<file path="config.mk">
export PLATFORM = sky130hd
export DESIGN_NAME = fallthrough_fifo_small_flat
export DESIGN_NICKNAME = d
export VERILOG_FILES = /design/src/rtl/fallthrough_fifo_small_if.sv /design/src/rtl/fallthrough_fifo_small.sv /design/src/flat_wrapper.sv
export SDC_FILE = /design/constraint.sdc
export NUM_CORES = 1
export LEC_CHECK = 0
export BUFFER_PORTS_ARGS = -buffer_cell sky130_fd_sc_hd__buf_4
export CAP_MARGIN = 20
export CORE_MARGIN = 2
export CORE_UTILIZATION = 60
export DETAILED_ROUTE_END_ITERATION = 8
export GPL_TIMING_DRIVEN = 0
export PLACE_DENSITY = 0.79
export SYNTH_ARGS = -nofsm -noshare
export SYNTH_HDL_FRONTEND = slang
export SYNTH_SLANG_ARGS = --single-unit
</file>
<file path="constraint.sdc">
create_clock -name clk -period 9.4 [get_ports clk]
set_input_delay 0 -clock clk [delete_from_list [all_inputs] [get_ports clk]]
set_output_delay 0 -clock clk [all_outputs]
set_load 0.05 [all_outputs]
</file>
<file path="src/rtl/fallthrough_fifo_small_if.sv">
`default_nettype none
// ============================================================================
// Module   : fallthrough_fifo_small_if
// Brief    : Write/read handshake, head word and status flags of the small FWFT FIFO.
// Revision : 1.0 - initial release
// ============================================================================
interface fallthrough_fifo_small_if #(
  parameter int WIDTH          = 72,
  parameter int MAX_DEPTH_BITS = 3
);
  logic [WIDTH-1:0]        din;
  logic                    wr_en;
  logic                    rd_en;
  logic [WIDTH-1:0]        dout;
  logic                    full;
  logic                    nearly_full;
  logic                    prog_full;
  logic                    empty;
  logic [MAX_DEPTH_BITS:0] data_count;
  logic                    overflow;
  logic                    underflow;

  // Master is the producer/consumer side; slave is the FIFO itself.
  modport master (
    output din, wr_en, rd_en,
    input  dout, full, nearly_full, prog_full, empty, data_count, overflow, underflow
  );

  modport slave (
    input  din, wr_en, rd_en,
    output dout, full, nearly_full, prog_full, empty, data_count, overflow, underflow
  );
endinterface
`default_nettype wire

</file>
<file path="src/rtl/fallthrough_fifo_small.sv">
`default_nettype none
// ============================================================================
// Module   : fallthrough_fifo_small
// Brief    : Small synchronous first-word-fall-through FIFO; head word always on dout.
// Revision : 1.0 - initial release
// ============================================================================
module fallthrough_fifo_small #(
  parameter int WIDTH               = 72,
  parameter int MAX_DEPTH_BITS      = 3,
  parameter int PROG_FULL_THRESHOLD = 2**MAX_DEPTH_BITS - 1
) (
  input  wire logic               clk,
  input  wire logic               reset,
  fallthrough_fifo_small_if.slave fifo
);

  localparam int                      c_DEPTH     = 2**MAX_DEPTH_BITS;
  localparam logic [MAX_DEPTH_BITS:0] c_CNT_FULL  = (MAX_DEPTH_BITS+1)'(c_DEPTH);
  localparam logic [MAX_DEPTH_BITS:0] c_CNT_NFULL = (MAX_DEPTH_BITS+1)'(c_DEPTH - 1);
  localparam logic [MAX_DEPTH_BITS:0] c_CNT_PROG  = (MAX_DEPTH_BITS+1)'(PROG_FULL_THRESHOLD);

  logic [WIDTH-1:0]          r_mem [c_DEPTH];
  logic [MAX_DEPTH_BITS-1:0] r_wr_ptr;
  logic [MAX_DEPTH_BITS-1:0] r_rd_ptr;
  logic [MAX_DEPTH_BITS:0]   r_count;
  logic                      r_overflow;
  logic                      r_underflow;

  logic w_full;
  logic w_empty;
  logic w_wr_acc;
  logic w_rd_acc;

  assign w_full  = (r_count == c_CNT_FULL);
  assign w_empty = (r_count == '0);

  // A write into a full FIFO still fits when the head is popped on the same edge.
  assign w_wr_acc = fifo.wr_en && (!w_full || fifo.rd_en);
  assign w_rd_acc = fifo.rd_en && !w_empty;

  always_ff @(posedge clk) begin
    if (reset) begin
      r_wr_ptr    <= '0;
      r_rd_ptr    <= '0;
      r_count     <= '0;
      r_overflow  <= 1'b0;
      r_underflow <= 1'b0;
    end else begin
      if (w_wr_acc) begin
        r_wr_ptr <= r_wr_ptr + 1'b1;
      end
      if (w_rd_acc) begin
        r_rd_ptr <= r_rd_ptr + 1'b1;
      end
      case ({w_wr_acc, w_rd_acc})
        2'b10:   r_count <= r_count + 1'b1;
        2'b01:   r_count <= r_count - 1'b1;
        default: r_count <= r_count;
      endcase
      r_overflow  <= fifo.wr_en && !w_wr_acc;
      r_underflow <= fifo.rd_en && w_empty;
    end
  end

  // Storage is never cleared; a reset only suppresses the write on that edge.
  always_ff @(posedge clk) begin
    if (!reset && w_wr_acc) begin
      r_mem[r_wr_ptr] <= fifo.din;
    end
  end

  assign fifo.dout        = r_mem[r_rd_ptr];
  assign fifo.full        = w_full;
  assign fifo.empty       = w_empty;
  assign fifo.nearly_full = (r_count >= c_CNT_NFULL);
  assign fifo.prog_full   = (r_count >= c_CNT_PROG);
  assign fifo.data_count  = r_count;
  assign fifo.overflow    = r_overflow;
  assign fifo.underflow   = r_underflow;

endmodule
`default_nettype wire

</file>
<file path="src/flat_wrapper.sv">
// flat-port wrapper written by rule: the top's interface ports become plain ports
module fallthrough_fifo_small_flat 
#(
  parameter int WIDTH               = 72,
  parameter int MAX_DEPTH_BITS      = 3,
  parameter int PROG_FULL_THRESHOLD = 2**MAX_DEPTH_BITS - 1
)
  (clk, reset, fifo_din, fifo_wr_en, fifo_rd_en, fifo_dout, fifo_full, fifo_nearly_full, fifo_prog_full, fifo_empty, fifo_data_count, fifo_overflow, fifo_underflow);
  fallthrough_fifo_small_if #(.WIDTH(WIDTH), .MAX_DEPTH_BITS(MAX_DEPTH_BITS)) fifo_i ();
  input  wire logic clk;
  input  wire logic reset;
  input wire logic [$bits(fifo_i.din)-1:0] fifo_din;
  input wire logic [$bits(fifo_i.wr_en)-1:0] fifo_wr_en;
  input wire logic [$bits(fifo_i.rd_en)-1:0] fifo_rd_en;
  output wire logic [$bits(fifo_i.dout)-1:0] fifo_dout;
  output wire logic [$bits(fifo_i.full)-1:0] fifo_full;
  output wire logic [$bits(fifo_i.nearly_full)-1:0] fifo_nearly_full;
  output wire logic [$bits(fifo_i.prog_full)-1:0] fifo_prog_full;
  output wire logic [$bits(fifo_i.empty)-1:0] fifo_empty;
  output wire logic [$bits(fifo_i.data_count)-1:0] fifo_data_count;
  output wire logic [$bits(fifo_i.overflow)-1:0] fifo_overflow;
  output wire logic [$bits(fifo_i.underflow)-1:0] fifo_underflow;
  assign fifo_i.din = fifo_din;
  assign fifo_i.wr_en = fifo_wr_en;
  assign fifo_i.rd_en = fifo_rd_en;
  assign fifo_dout = fifo_i.dout;
  assign fifo_full = fifo_i.full;
  assign fifo_nearly_full = fifo_i.nearly_full;
  assign fifo_prog_full = fifo_i.prog_full;
  assign fifo_empty = fifo_i.empty;
  assign fifo_data_count = fifo_i.data_count;
  assign fifo_overflow = fifo_i.overflow;
  assign fifo_underflow = fifo_i.underflow;
  fallthrough_fifo_small #(.WIDTH(WIDTH), .MAX_DEPTH_BITS(MAX_DEPTH_BITS), .PROG_FULL_THRESHOLD(PROG_FULL_THRESHOLD)) u_core (.clk(clk), .reset(reset), .fifo(fifo_i));
endmodule
</file>
; ---- Word level (Yosys, flattened, before mapping)
; Memories as Yosys holds them, arrays and structs flattened. A register that Yosys moved wholly into a read port is not among the register bits.
; Index checks and enable logic that the tools add are counted.
; Widths: inputs -> output; s select.
[totals]
register_bits = 12
ram_bits = 576
inputBits = 76
output_inout_bits = 82
wordCells = 31
mem_count = 1
[op_classes]
n_addsub = 4
order_cmp = 1
n_eq_ne = 3
muxes = 5
n_reduce_logical = 12
[memory_table]
columns = name, depth, width, read_ports, rd_ports_with_merged_regs, wr, line
row1 = u_core.r_mem, 8, 72, 1, 1, 1, fallthrough_fifo_small.sv:22  ; logic [WIDTH-1:0] r_mem [c_DEPTH];
[op_table]
columns = operator, n
row1 = $pmux 4 s2, 1
row2 = $add 3x1->3 const B, 2
row3 = $mux 3, 2
row4 = $logic_and 1x1->1, 5
row5 = $add 4x1->4 const B, 1
row6 = $eq 4x4->1 const B, 1
row7 = $ge 4x3->1 const B, 1
row8 = $logic_not 1->1, 4
row9 = $logic_not 4->1, 1
row10 = $sub 4x1->4 const B, 1
row11 = $eq 2x1->1 const B, 1
row12 = $eq 2x2->1 const B, 1
row13 = $mux 1, 2
row14 = $reduce_bool 2->1, 1
row15 = $logic_or 1x1->1, 1

; ---- Logic depth before layout (Yosys ltp)
; Gate-level depths: netlist of run 1.
[depth]
ltp_word = 7
depth_mapped = 11

; ---- Worst setup path before layout of run 1
; Ideal clock, no wire load.
[synth_path]
path_kind = register -> register
from = register u_core.r_count[0], in the netlist u_core.fifo.data_count[0]
to = memory u_core.r_mem[1][0], enable pin
setup_time_ns = 0.591
arrival_time_ns = 6.389
required_time_ns = 8.809
setup_slack_ns = 2.420
stages_incl_launch_ff = 5
path_cell_list = dfxtp_1 > or4b_4 > o21ai_4 > or3b_1 > nor3_1
[synth_between]
elab_chain_len = 7
[synth_rtl]
columns = element, line
row1 = start: declaration, fallthrough_fifo_small.sv:25  ; logic [MAX_DEPTH_BITS:0] r_count;
row2 = start signal: assignment, fallthrough_fifo_small.sv:56  ; 2'b10: r_count <= r_count + 1'b1;
row3 = start signal: assignment, fallthrough_fifo_small.sv:57  ; 2'b01: r_count <= r_count - 1'b1;
row4 = start signal: assignment, fallthrough_fifo_small.sv:58  ; default: r_count <= r_count;
row5 = $eq 4x4->1, fallthrough_fifo_small.sv:34  ; assign w_full = (r_count == c_CNT_FULL);
row6 = $logic_not 1->1, fallthrough_fifo_small.sv:38  ; assign w_wr_acc = fifo.wr_en && (!w_full || fifo.rd_en);
row7 = $logic_or 1x1->1, fallthrough_fifo_small.sv:38
row8 = $logic_and 1x1->1, fallthrough_fifo_small.sv:38
row9 = $logic_and 1x1->1, fallthrough_fifo_small.sv:67  ; if (!reset && w_wr_acc) begin
row10 = $mux 1, fallthrough_fifo_small.sv:67
row11 = $mux 1 (not written as such), fallthrough_fifo_small.sv:68  ; r_mem[r_wr_ptr] <= fifo.din;
row12 = end: declaration, fallthrough_fifo_small.sv:22
; No other way between the ends.

==> results of run 1 <==
## cells in the final DEF, fill, tap and decap left out, types with 2 or more instances in the layout
master,n
mux2i_1,2
dfxtp_1,15
clkinv_2,7
inv_1,4
edfxtp_1,576
ha_1,4
buf_2,16
nor2_4,6
mux4_2,144
nor3_1,2
a21oi_1,2
nand2_1,3
clkbuf_1,31
inv_6,2
nor2_1,12
dlygate4sd3_1,77
clkbuf_16,57
nand3_1,2
clkinv_1,16
nor2b_1,3
nor3_2,2
buf_4,157
xor2_1,6
mux2_2,72
bufinv_16,3
buf_12,14
buf_16,4
buf_6,21
nand2b_1,3
buf_8,7
## how the worst min path moves through the flow
stage | to | depth (start not counted)
final | u_core.r_mem[0][64] | 2
after CTS | u_core.r_mem[0][6] | 2
after global routing | u_core.r_mem[7][9] | 2
after detailed placement | u_core.fifo.underflow | 2
after floorplan | u_core.fifo.underflow | 1
after global placement | u_core.fifo.underflow | 2
## state kept, by name, indices dropped and copies added (netlist names), named ones only
register	cells
u_core.fifo.data_count	4
u_core.fifo.overflow	1
u_core.fifo.underflow	1
u_core.r_mem	576
u_core.r_rd_ptr	3
u_core.r_wr_ptr	3
## per-layer routing
metal  routed length, µm  vias to the layer above  track usage (%)
li1                    -                     4570                -
met1               18920                     5579            34.78
met2               22620                      381            39.24
met3                2553                       63            3.466
met4                 969                        0            7.324
met5                   0                        -                0
## worst reg2reg max path, cell delays in order (launching register included)
cell	delay (ns)
dfxtp_1	0.49
or4b_4	0.24
o21ai_4	0.07
or3b_1	0.52
nor2_4	0.53
buf_16	0.24
buf_12	0.23
## stage by stage
| stage | cells | worst slack [ns] | util [%] |
|---|---|---|---|
| floorplan | 920 | 2.420 | - |
| global placement | 1544 | -2.199 | 65.74 |
| detailed placement | 1580 | 6.716 | 67.58 |
| CTS | 1757 | 6.101 | 74.28 |
| global route | 1757 | 6.081 | 74.28 |
| finish | 1757 | 6.184 | 74.28 |
## where the power goes
group	switching [mW]	leakage, nW	internal [mW]	total, mW
Combinational	1.07	2.74	0.805	1.87
Clock	0.918	0.827	1.19	2.10
Sequential	0.0268	5.33	2.96	2.98
## cells by family after synthesis
kind of cell,after synthesis
buffers and inverters,49
multiplexers,219
AO/OA/AOI/OAI,11
AND/OR/NAND/NOR,40
XOR/XNOR,6
flip-flops,591
adder cells (fa/ha/maj),4
## what timing repair did
item | CTS | global route
endpoints found under the setup margin | 0 | 0
setup buffers | 0 | 0
endpoints found under the hold margin | 591 | 0
hold buffers | 77 | 0
## cell type report
cell class | count | area share (%)
sequential | 591 | 64.55
multi-input combinational | 280 | 16.67
timing repair buffer | 269 | 9.396
clock buffer | 71 | 5.425
tap | 468 | 2.148
buffer | 45 | 0.9822
clock inverter | 29 | 0.7757
inverter | 4 | 0.05508
==> results by stage, run 1 <==
Logic synthesis:
- The count of different cell masters after synthesis is 37.
- By count the netlist is led by edfxtp_1 (576), mux4_2 (144), mux2_2 (72).
- After synthesis, the largest family of logic cells by area is multiplexers.
- The simple-gate area share of the yosys netlist is 0.9677%.
- The fraction of the mapped netlist area in compound gates is 0.3748%.
- The number of enable flip-flop cells after synthesis is 576.
- Counting flops with an async set or reset pin after synthesis yields a share of 0%.
- The xor and xnor fraction of the mapped netlist area is 0.2349%.
- The synthesized netlist occupies a cell area of between 0.02 and 0.025 mm².
- The count of yosys warnings during synthesis is 0.
- The sequential fraction of the synthesis area is 78.67%.
- The synthesized netlist devotes less than 1% of its cell area to adder and majority cells.
- The portion of synthesized cell area occupied by the leading cell type is 77.33%.
- Of the post-synthesis cell area, the part taken by muxes is 18.26%.
- The largest total area in the synthesized netlist belongs to edfxtp_1.
- The post-synth net total is 1000.
- Among all cell types in the netlist, the one instantiated most often is edfxtp_1.
- In the post-synthesis netlist, the biggest area contributors are edfxtp_1 (77%), mux4_2 (14%), mux2_2 (3.6%).
- The synthesized design contains between 500 and 600 register bits.
- A synthesized cell averages 24.31 µm².
- The gate count of the mapped netlist is 920.
- The most used flip-flop cell after synthesis is edfxtp_1.

Placed design:
- The post-DP HPWL is approximately 27 mm.
- The count of buffers from port buffering is between 150 and 200.
- The placed instances occupy a cell area of between 0.02 and 0.025 mm².
- The weighted congestion at the end of routability-driven global placement is about 0.7.

Detailed routing:
- Dividing the detail-routed via count by the number of cells gives roughly 6.0.
- The sum of routed wire length over all layers is approximately 45 mm.
- The remaining number of nets flagged by the antenna check after routing is 0.
- The first detailed-routing pass ran for 6 iterations.
- The number of vias in the routed layout is 10593.
- The wire length per cell is around 26 µm.
- The initial DRC count is 923.
- The count of unresolved DRC violations after routing is 0.

Critical path:
- Data on the critical path is required at its endpoint by 9.40 ns.
- The worst register-to-register path begins at u_core.fifo.data_count[0].
- The cell depth of the worst flop-to-flop path is 6.
- The count of cell instances traversed by the critical path is 6.
- The critical-path maximum fanout is 10.
- Counting stages on the worst path, the most repeated cell is buf_2.
- The endpoint type of the worst setup path is an output pin.
- The critical path goes through clkbuf_1, buf_2, buf_2, mux4_2, mux2_2, buf_4.
- For the worst setup path, the data arrival time is 3.22 ns.
- In this run the register-to-register setup slack is ~6.7 ns.
- On the critical path, the stage with the largest delay is an instance of clkbuf_1.
- The critical path launch point type is a register.
- The number of buffer and inverter stages on the critical path is 4.
- The end point of the critical path is fifo_dout[56].
- The stage delay of the slowest cell on the critical path is 0.57 ns.
- The classification of the worst setup path is reg -> out.
- The largest delay contributor family on the critical path is buffers and inverters.
- In this run the critical register-to-register path is captured at u_core.r_mem[7][47].

Die:
- The core region is between 0.03 and 0.04 mm².
- For this design the top-level I/O count stands at 158.
- After floorplanning, the core was divided into 70 placement rows.
- The effective utilization at floorplan is 60.95%.
- The area of the die is a little under 0.04 mm².
- Measured along the y axis, the die boundary spans 197.1 µm.
- The die is 197.1 µm wide.

Clock network:
- The post-CTS resize count is 0.
- The TritonCTS clock tree is done.
- The latest clock arrival within the worst-skew pair is 0.60 ns.
- The clock passes through at most 3 buffers.
- The register clock-pin slew on the reported worst setup and hold paths is 0.06 ns.
- The clock tree synthesis step divided the H-tree into 2 levels.
- TritonCTS created 57 clock buffers.
- The clock sink count is roughly 590.
- CTS placed an instance of clkbuf_16 at the clock tree root.

Global route:
- The number of global-route vias before repair was 10977.
- The aggregate global routing overflow is 0.
- Entering global routing, the biggest net connects 27 pins.
- The first global-routing pass estimated 67.79 mm of wire.
- Global routing used between 20 and 25% of the available tracks across all layers.
- The initial antenna violation count is 0.

Cells and area:
- Across the whole layout, storage elements account for roughly 0.018 mm².
- The post-route cell area is 0.02726 mm².
- The multi-input combinational cells in the finished layout cover a total of 0.004543 mm².
- The layout cell share with drive strength beyond 1 is 40.19%.
- The count of antenna diodes in the layout is 0.
- The layout has 2019 filler cells.
- The count of nets after finishing is 1328.
- The area added between synthesis and finish is 21.87%.

STA:
- The maximum clock skew at final layout is 0.02042 ns.
- The total count of hold-check failures in the final report is 0.
- The transition at the pin with the smallest max-transition slack is between 0.8 and 0.9 ns.
- Setup repair after global routing left no endpoint under its margin.
- The headroom to the max-slew limit is 45.66%.
- The worst slack on hold paths is 0.1703 ns.
- The share of the clock period used by the worst path after layout is 34.21%.
- The clock period minus worst slack is 3.216 ns.
- The sum of negative setup slack is 0 ns.
- The final number of max-transition violations is 0.
- For this run, the top clock speed supported by timing is around 0.31 GHz.
- The setup violation total in the final timing report is 0.

Status:
- The flow ran to the end, and the final reports show no timing, DRC or antenna violations.

Min path:
- The worst hold path startpoint is fifo_din[64].
- The kind of path behind the tightest hold check is in -> reg.

Flow run:
- The number of violations of the max-capacitance limit is 0.

Power and ir drop:
- The worst supply voltage drop on vdd is 0.2157 mV.
- For this design the ratio of total power to cell area is roughly 260 mW/mm².
- The overall power consumption is 6.964 mW.
- The leakage power is 8.896 nW.
Note: power is estimated with default switching activity, not from simulation.
==> inputs of run 2 (changes only) <==
--- a/config.mk
+++ b/config.mk
@@ -8,10 +8,10 @@
 export BUFFER_PORTS_ARGS = -buffer_cell sky130_fd_sc_hd__buf_4
 export CAP_MARGIN = 20
 export CORE_MARGIN = 2
-export CORE_UTILIZATION = 60
+export CORE_UTILIZATION = 54
 export DETAILED_ROUTE_END_ITERATION = 8
 export GPL_TIMING_DRIVEN = 0
-export PLACE_DENSITY = 0.79
+export PLACE_DENSITY = 0.75
 export SYNTH_ARGS = -nofsm -noshare
 export SYNTH_HDL_FRONTEND = slang
 export SYNTH_SLANG_ARGS = --single-unit
==> constraint.sdc (replaced) <==
create_clock -name clk -period 2.8 [get_ports clk]
set_input_delay 0 -clock clk [delete_from_list [all_inputs] [get_ports clk]]
set_output_delay 0 -clock clk [all_outputs]
set_load 0.05 [all_outputs]
==> run 2 against run 1 <==
  * Critical path depth is 3 lower
  * Sequential share of layout area fell by 0.089 points
  * Hold slack gained 0.012 ns
  * Largest cell class unchanged
  * Largest power group unchanged
==> results by stage, run 2 (same netlist as run 1, synthesis figures left out) <==
Status:
- The flow ran to the end, and the final reports show no timing, DRC or antenna violations.

Die:
- The row count is 74 (+5.7%).
- The chip width is 207.5 µm (+5.3%).
- The number of primary I/O pins came to 158 (unchanged).
- The die height is 207.5 µm (+5.3%).
- The area of the die is 0.04307 mm² (+11%).
- The standard cell core area was 0.04083 mm² (+11%).
- The effective utilization at floorplan came to 54.78% (-6.2 points).

Global route:
- The initial antenna violation count is 0 (unchanged).
- The number of global-route vias before repair is 10972 (-0.046%).
- The first-pass GRT wire length is 66.81 mm (-1.4%).
- The pin count of the biggest net entering global routing is 26 (-3.7%).
- The aggregate global routing overflow is 0 (unchanged).
- The total routing resource utilization after global routing is 20.75% (-3.3 points).

STA:
- The total count of hold-check failures in the final report is 0 (unchanged).
- The headroom to the max-slew limit is 32.99% (-13 points).
- The maximum clock skew at final layout came to 0.01150 ns (-0.008925 ns).
- The setup violation total in the final timing report is 0 (unchanged).
- The timing-limited maximum frequency is 0.3755 GHz.
- Counting I/O delays and the setup requirement, the final critical path takes 2.663 ns.
- The transition at the pin with the smallest max-transition slack came to 1.003 ns (+0.1877 ns).
- The worst-case setup margin in the final layout is 0.1372 ns (-6.047 ns).
- The final number of max-transition violations is 0 (unchanged).
- The share of the clock period used by the worst path after layout is 95.10%.
- Setup repair after global routing left no endpoint under its margin.

Detailed routing:
- The iteration count of the initial detailed-routing pass is 5 (-1).
- The sum of routed wire length over all layers is 44.06 mm (-2.2%).
- The remaining number of nets flagged by the antenna check after routing is 0 (unchanged).
- The wire length per cell is 24.37 µm (-5.0%).
- The count of unresolved DRC violations after routing is 0 (unchanged).
- The number of vias in the routed layout is 10393 (-1.9%).
- The via density per instance came to 5.748 (-4.7%).
- The initial DRC count was 787 (-15%).

Min path:
- The worst hold path belongs to the class in -> reg.

Power and ir drop:
- The leakage power came to 8.869 nW (-0.30%).
- The total power divided by cell area is 852.4 mW/mm² (+230%).
- The worst supply voltage drop on vdd is 0.7777 mV (+260%).

Cells and area:
- The share of the core filled with cells in the final layout came to 66.91% (-7.4 points).
- The largest register by flop count is u_core.r_mem.
- The count of antenna diodes in the layout is 0 (unchanged).
- The layout cell share with drive strength beyond 1 is 41.07% (+0.88 points).
- The flip-flop count of the largest register after layout is 576 (unchanged).
- Leaving out fill and tap cells, the most frequent cells in the layout are edfxtp_1 (576), buf_4 (158), mux4_2 (144), dlygate4sd3_1 (77), mux2_2 (72).
- The count of nets after finishing is 1315 (-0.98%).
- The most common cell after layout, fill and taps aside is edfxtp_1.
- From synthesis to final layout, the design area changed by 22.13%.

Clock network:
- The level count of the clock H-tree is 2 (unchanged).
- The register clock-pin slew on the reported worst setup and hold paths is 0.06 ns (about the same).
- The maximum clock path buffer count is 3 (unchanged).
- The clock sink count was 591 (unchanged).
- The TritonCTS clock tree is done.
- The root buffer cell is clkbuf_16.
- The number of CTS-inserted buffers is 56 (-1.8%).
- The latest clock arrival within the worst-skew pair is 0.59 ns (about the same).

Placed design:
- The post-DP HPWL is 26.47 mm (-1.1%).
- The weighted congestion at the end of routability-driven global placement is 0.6873 (-1.9%).
- The count of buffers from port buffering is 156 (unchanged).
- The worst slack at placement came to 0.04733 ns (-6.668 ns).

Flow run:
- The number of violations of the max-capacitance limit is 0 (unchanged).

Critical path:
- STA classifies the critical path startpoint as a register.
- The critical path is of the reg -> out type.
- The data required time at the worst endpoint is 2.80 ns (-6.60 ns).
- The critical-path maximum fanout came to 10 (unchanged).
- The endpoint type of the worst setup path is an output pin.
- The data arrival at the endpoint of the critical path is 2.66 ns (-0.56 ns).
-- run 2: cell types whose count changed in the layout (fill, tap and decap cells not counted), moves of 4 or more --
cell,change
dfxtp_1,-5
buf_16,+6
clkinv_1,-8
clkbuf_2,+4
clkbuf_8,+5
buf_6,-11
-- run 2: metal layers --
metal	up-vias	track usage, %	wire length [µm]
li1	4544	-	-
met1	5510	28.63	18490
met2	293	34.67	22430
met3	46	3.434	2417
met4	0	6.034	721
met5	-	0	0
-- run 2: report_power, final --
group          switching [mW]  leakage (nW)  internal (mW)
Clock                    3.00         0.829           3.94
Sequential              0.107          5.33           9.94
Combinational            3.59          2.71           2.71
-- run 2: worst max-delay path: stages (launching register included) --
cell and delay [ns]:
dfxtp_1 0.77, clkbuf_1 0.64, mux2_2 0.46, buf_4 0.20
-- run 2: cell type report --
cell class                      count  area [µm²]
Inverter                            4       15.01
Buffer                             43       267.8
Tap cell                          532       665.6
Fill cell                        2560       13510
Clock buffer                       79        1559
Multi-Input combinational cell    280        4564
Sequential cell                   591       17610
Clock inverter                     20       118.9
Timing Repair Buffer              259        2517
-- run 2: what timing repair did --
action	CTS	global route
resized for setup	4	7
cloned	0	0
hold buffers	77	0
buffers inserted	0	0
endpoints found under the hold margin	591	0
pin swaps	0	1
setup endpoints to repair	72	28
-- run 2: through the flow --
stage	power (mW)	instances	TNS [ns]	cell area [µm²]	hold WS [ns]
2_1_floorplan	14.79	920	-73.20	22450	0.07594
3_3_place_gp	16.38	1608	-640.25	24290	0.2170
3_5_place_dp	16.53	1634	0	24860	0.2201
4_1_cts	23.53	1808	0	27310	0.1460
5_1_grt	24.11	1808	0	27320	0.1774
6_report	23.29	1808	0	27320	0.1823
-- run 2: final timing paths --
check | cells after the start | slack, ns | from | to
setup / recovery | 3 | 0.14 | register | fifo_dout[27]
hold / removal | 2 | 0.18 | fifo_din[62] | u_core.r_mem[0][62]
setup reg to reg | 8 | 0.14 | u_core.fifo.data_count[1] | u_core.r_mem[1][31]
hold reg to reg | 2 | 0.48 | u_core.r_rd_ptr[1] | register
==> inputs of run 3 (changes only) <==
--- a/config.mk
+++ b/config.mk
@@ -11,7 +11,7 @@
 export CORE_UTILIZATION = 54
 export DETAILED_ROUTE_END_ITERATION = 8
 export GPL_TIMING_DRIVEN = 0
-export PLACE_DENSITY = 0.75
+export PLACE_DENSITY_LB_ADDON = 0.15
 export SYNTH_ARGS = -nofsm -noshare
 export SYNTH_HDL_FRONTEND = slang
 export SYNTH_SLANG_ARGS = --single-unit
==> run 3 against run 2 <==
  * Non-clock buffer count is 4 higher
  * Combinational power hardly changed
  * Clock skew is 0.0053 ns higher
  * Wire length is 0.80% higher
  * First-iteration DRC count is 12% higher
  * Sequential share of layout area is 0.35 points lower
  * Flip-flop and latch count stayed put
  * Cell count is 0.61% higher
  * Cell area is 0.55% higher
  * Critical path depth is 1 higher
  * Maximum frequency is 0.33% lower
  * Critical endpoint is now fifo_dout[47]
  * Largest power group unchanged
==> results by stage, run 3 (same netlist as run 1, synthesis figures left out) <==
Cells and area:
- Leaving out fill and tap cells, the most frequent cell in the layout is edfxtp_1.
- The multi-input combinational cell area is 0.004564 mm² (unchanged).
- The flip-flop count of the largest register after layout is 576 (unchanged).
- The number of filler cells placed in the layout came to 2610 (+2.0%).
- Relative to the synthesized area, the layout overhead comes to 22.80%.
- More flip-flops sit in one register than any other, and that register is u_core.r_mem.
- In the layout the commonest cells are edfxtp_1 (576), buf_4 (158), mux4_2 (144), dlygate4sd3_1 (77), mux2_2 (72).
- The sequential standard cell area is 0.01761 mm² (unchanged).
- The layout cell share with drive strength beyond 1 is 41.17% (+0.10 points).
- The post-route cell area is 0.02747 mm² (+0.55%).
- The count of nets after finishing is 1321 (+0.46%).

Critical path:
- The endpoint type of the worst setup path is an output pin.
- The data arrival at the endpoint of the critical path was 2.67 ns (about the same).
- The critical path in this run is classified as reg -> out.
- The cell depth of the worst flop-to-flop path is 11 (+3).
- The reg-to-reg startpoint is u_core.fifo.data_count[1].
- The critical-path maximum fanout is 10 (unchanged).
- In this run the critical register-to-register path is captured at u_core.fifo.data_count[2].
- The data required time at the worst endpoint was 2.80 ns (about the same).
- The critical path ends at fifo_dout[47].
- The register-to-register setup slack is 0.18 ns (+0.04 ns).
- The critical path launch point type is a register.

Detailed routing:
- The number of vias in the routed layout is 10338 (-0.53%).
- The iteration count of the initial detailed-routing pass is 5 (unchanged).
- The wire length per cell is 24.42 µm (+0.19%).
- The sum of routed wire length over all layers is 44.41 mm (+0.80%).
- The initial DRC count is 878 (+12%).
- The remaining number of nets flagged by the antenna check after routing came to 0 (unchanged).
- The count of unresolved DRC violations after routing is 0 (unchanged).
- The via density per instance was 5.683 (-1.1%).

Die:
- The area of the die was 0.04307 mm² (unchanged).
- The number of primary I/O pins is 158 (unchanged).
- The die height is 207.5 µm (unchanged).
- The chip width is 207.5 µm (unchanged).
- The effective utilization at floorplan is 54.78% (unchanged).
- The row count is 74 (unchanged).
- The standard cell core area is 0.04083 mm² (unchanged).

Clock network:
- The tree is rooted in a clkbuf_16.
- The maximum clock path buffer count was 3 (unchanged).
- The number of CTS-inserted buffers is 58 (+3.6%).
- The level count of the clock H-tree is 2 (unchanged).
- The number of buffers inserted by post-CTS setup repair was 0 (unchanged).
- The clock sink count came to 591 (unchanged).
- The TritonCTS clock tree is done.
- The latest clock arrival within the worst-skew pair came to 0.61 ns (+0.02 ns).
- The register clock-pin slew on the reported worst setup and hold paths is 0.06 ns (about the same).

Placed design:
- The weighted congestion at the end of routability-driven global placement came to 0.7073 (+2.9%).
- The count of buffers from port buffering is 156 (unchanged).
- The post-DP HPWL is 26.48 mm (about the same).
- The instance area after placement is 0.02494 mm² (+0.29%).

Global route:
- The first-pass GRT wire length is 67.23 mm (+0.63%).
- The pin count of the biggest net entering global routing was 26 (unchanged).
- The number of global-route vias before repair is 11046 (+0.67%).
- The total routing resource utilization after global routing is 21.03% (+0.28 points).
- The initial antenna violation count is 2 (+2).
- The aggregate global routing overflow is 0 (unchanged).

STA:
- The clock period minus worst slack is 2.672 ns (+0.008933 ns).
- The transition at the pin with the smallest max-transition slack is 0.8774 ns (-0.1254 ns).
- The share of the clock period used by the worst path after layout is 95.42% (+0.32 points).
- The final number of max-transition violations is 0 (unchanged).
- Setup repair after global routing left no endpoint under its margin.
- The total count of hold-check failures in the final report was 0 (unchanged).
- The setup violation total in the final timing report came to 0 (unchanged).
- The worst slack on hold paths is 0.1691 ns (-0.01323 ns).
- The headroom to the max-slew limit is 41.32% (+8.3 points).
- The timing-limited maximum frequency is 0.3743 GHz (-0.33%).
- The maximum clock skew at final layout is 0.01679 ns (+0.005289 ns).

Status:
- The flow ran to the end, and the final reports show no timing, DRC or antenna violations.

Power and ir drop:
- The total power divided by cell area came to 856.6 mW/mm² (+0.49%).
- The worst supply voltage drop on vdd is 0.6034 mV (-22%).
- The leakage power is 8.924 nW (+0.62%).

Min path:
- The tightest min-delay check is of the in -> reg type.

Flow run:
- The number of violations of the max-capacitance limit is 0 (unchanged).
## run 3: cell types whose count changed in the layout (fill, tap and decap cells not counted), moves of 2 or more
cell       previous run  this run
buf_12               12        17
clkinv_2             10         8
diode_2               0         2
inv_6                 1         3
bufinv_16             1         3
clkbuf_1             29        25
clkinv_1              8        16
clkbuf_8              5         0
## run 3: routing by layer
metal	track usage, %	vias to the layer above	share of wire [%]
met3	4.085	52	5.9
li1	-	4580	-
met4	5.591	0	1.6
met2	34.70	284	50
met5	0	-	0
met1	29.26	5422	42
## run 3: power by group
part	total (mW)	internal, mW	switching [mW]
combinational	6.31	2.73	3.58
clock	7.18	4.06	3.11
sequential	10.0	9.94	0.101
## run 3: through the flow
stage,utilization (%),cells,power [mW],setup TNS [ns],setup slack (ns)
after floorplan,-,920,14.79,-73.20,-0.6552
after global placement,59.48,1608,16.43,-690.46,-2.386
after detailed placement,61.07,1638,16.54,0,0.02710
after CTS,67.25,1817,23.83,0,0.03136
after global routing,67.27,1819,24.43,0,0.007685
final,67.27,1819,23.53,0,0.1282
## run 3: repair_timing
item | in CTS | in global routing
resized for setup | 5 | 5
gates cloned | 0 | 0
endpoints found under the setup margin | 75 | 4
pin swaps | 0 | 1
endpoints found under the hold margin | 600 | 0
hold buffers | 77 | 0
## run 3: worst max-delay path, stage by stage, from the launching register on
cell	delay, ns
dfxtp_2	0.54
clkbuf_1	0.60
mux4_2	0.41
mux2_2	0.31
buf_4	0.20
## run 3: worst min path at each step
stage / start / endpoint / slack (ns) / depth (start not counted)
floorplan: reset / u_core.fifo.underflow / 0.08 / 1
global placement: reset / u_core.fifo.underflow / 0.22 / 2
detailed placement: reset / u_core.fifo.underflow / 0.22 / 2
CTS: fifo_din[17] / u_core.r_mem[6][17] / 0.12 / 2
global route: fifo_din[14] / u_core.r_mem[2][14] / 0.16 / 2
finish: fifo_din[23] / u_core.r_mem[2][23] / 0.17 / 2
## run 3: area by class of cell
class                           count  share of cell area [%]
Multi-Input combinational cell    280                   16.62
Tap cell                          532                   2.423
Inverter                            4                 0.05466
Clock buffer                       71                   5.462
Timing Repair Buffer              263                   9.429
Sequential cell                   591                   64.11
Clock inverter                     33                  0.9065
Antenna cell                        2                 0.01822
Buffer                             43                  0.9748
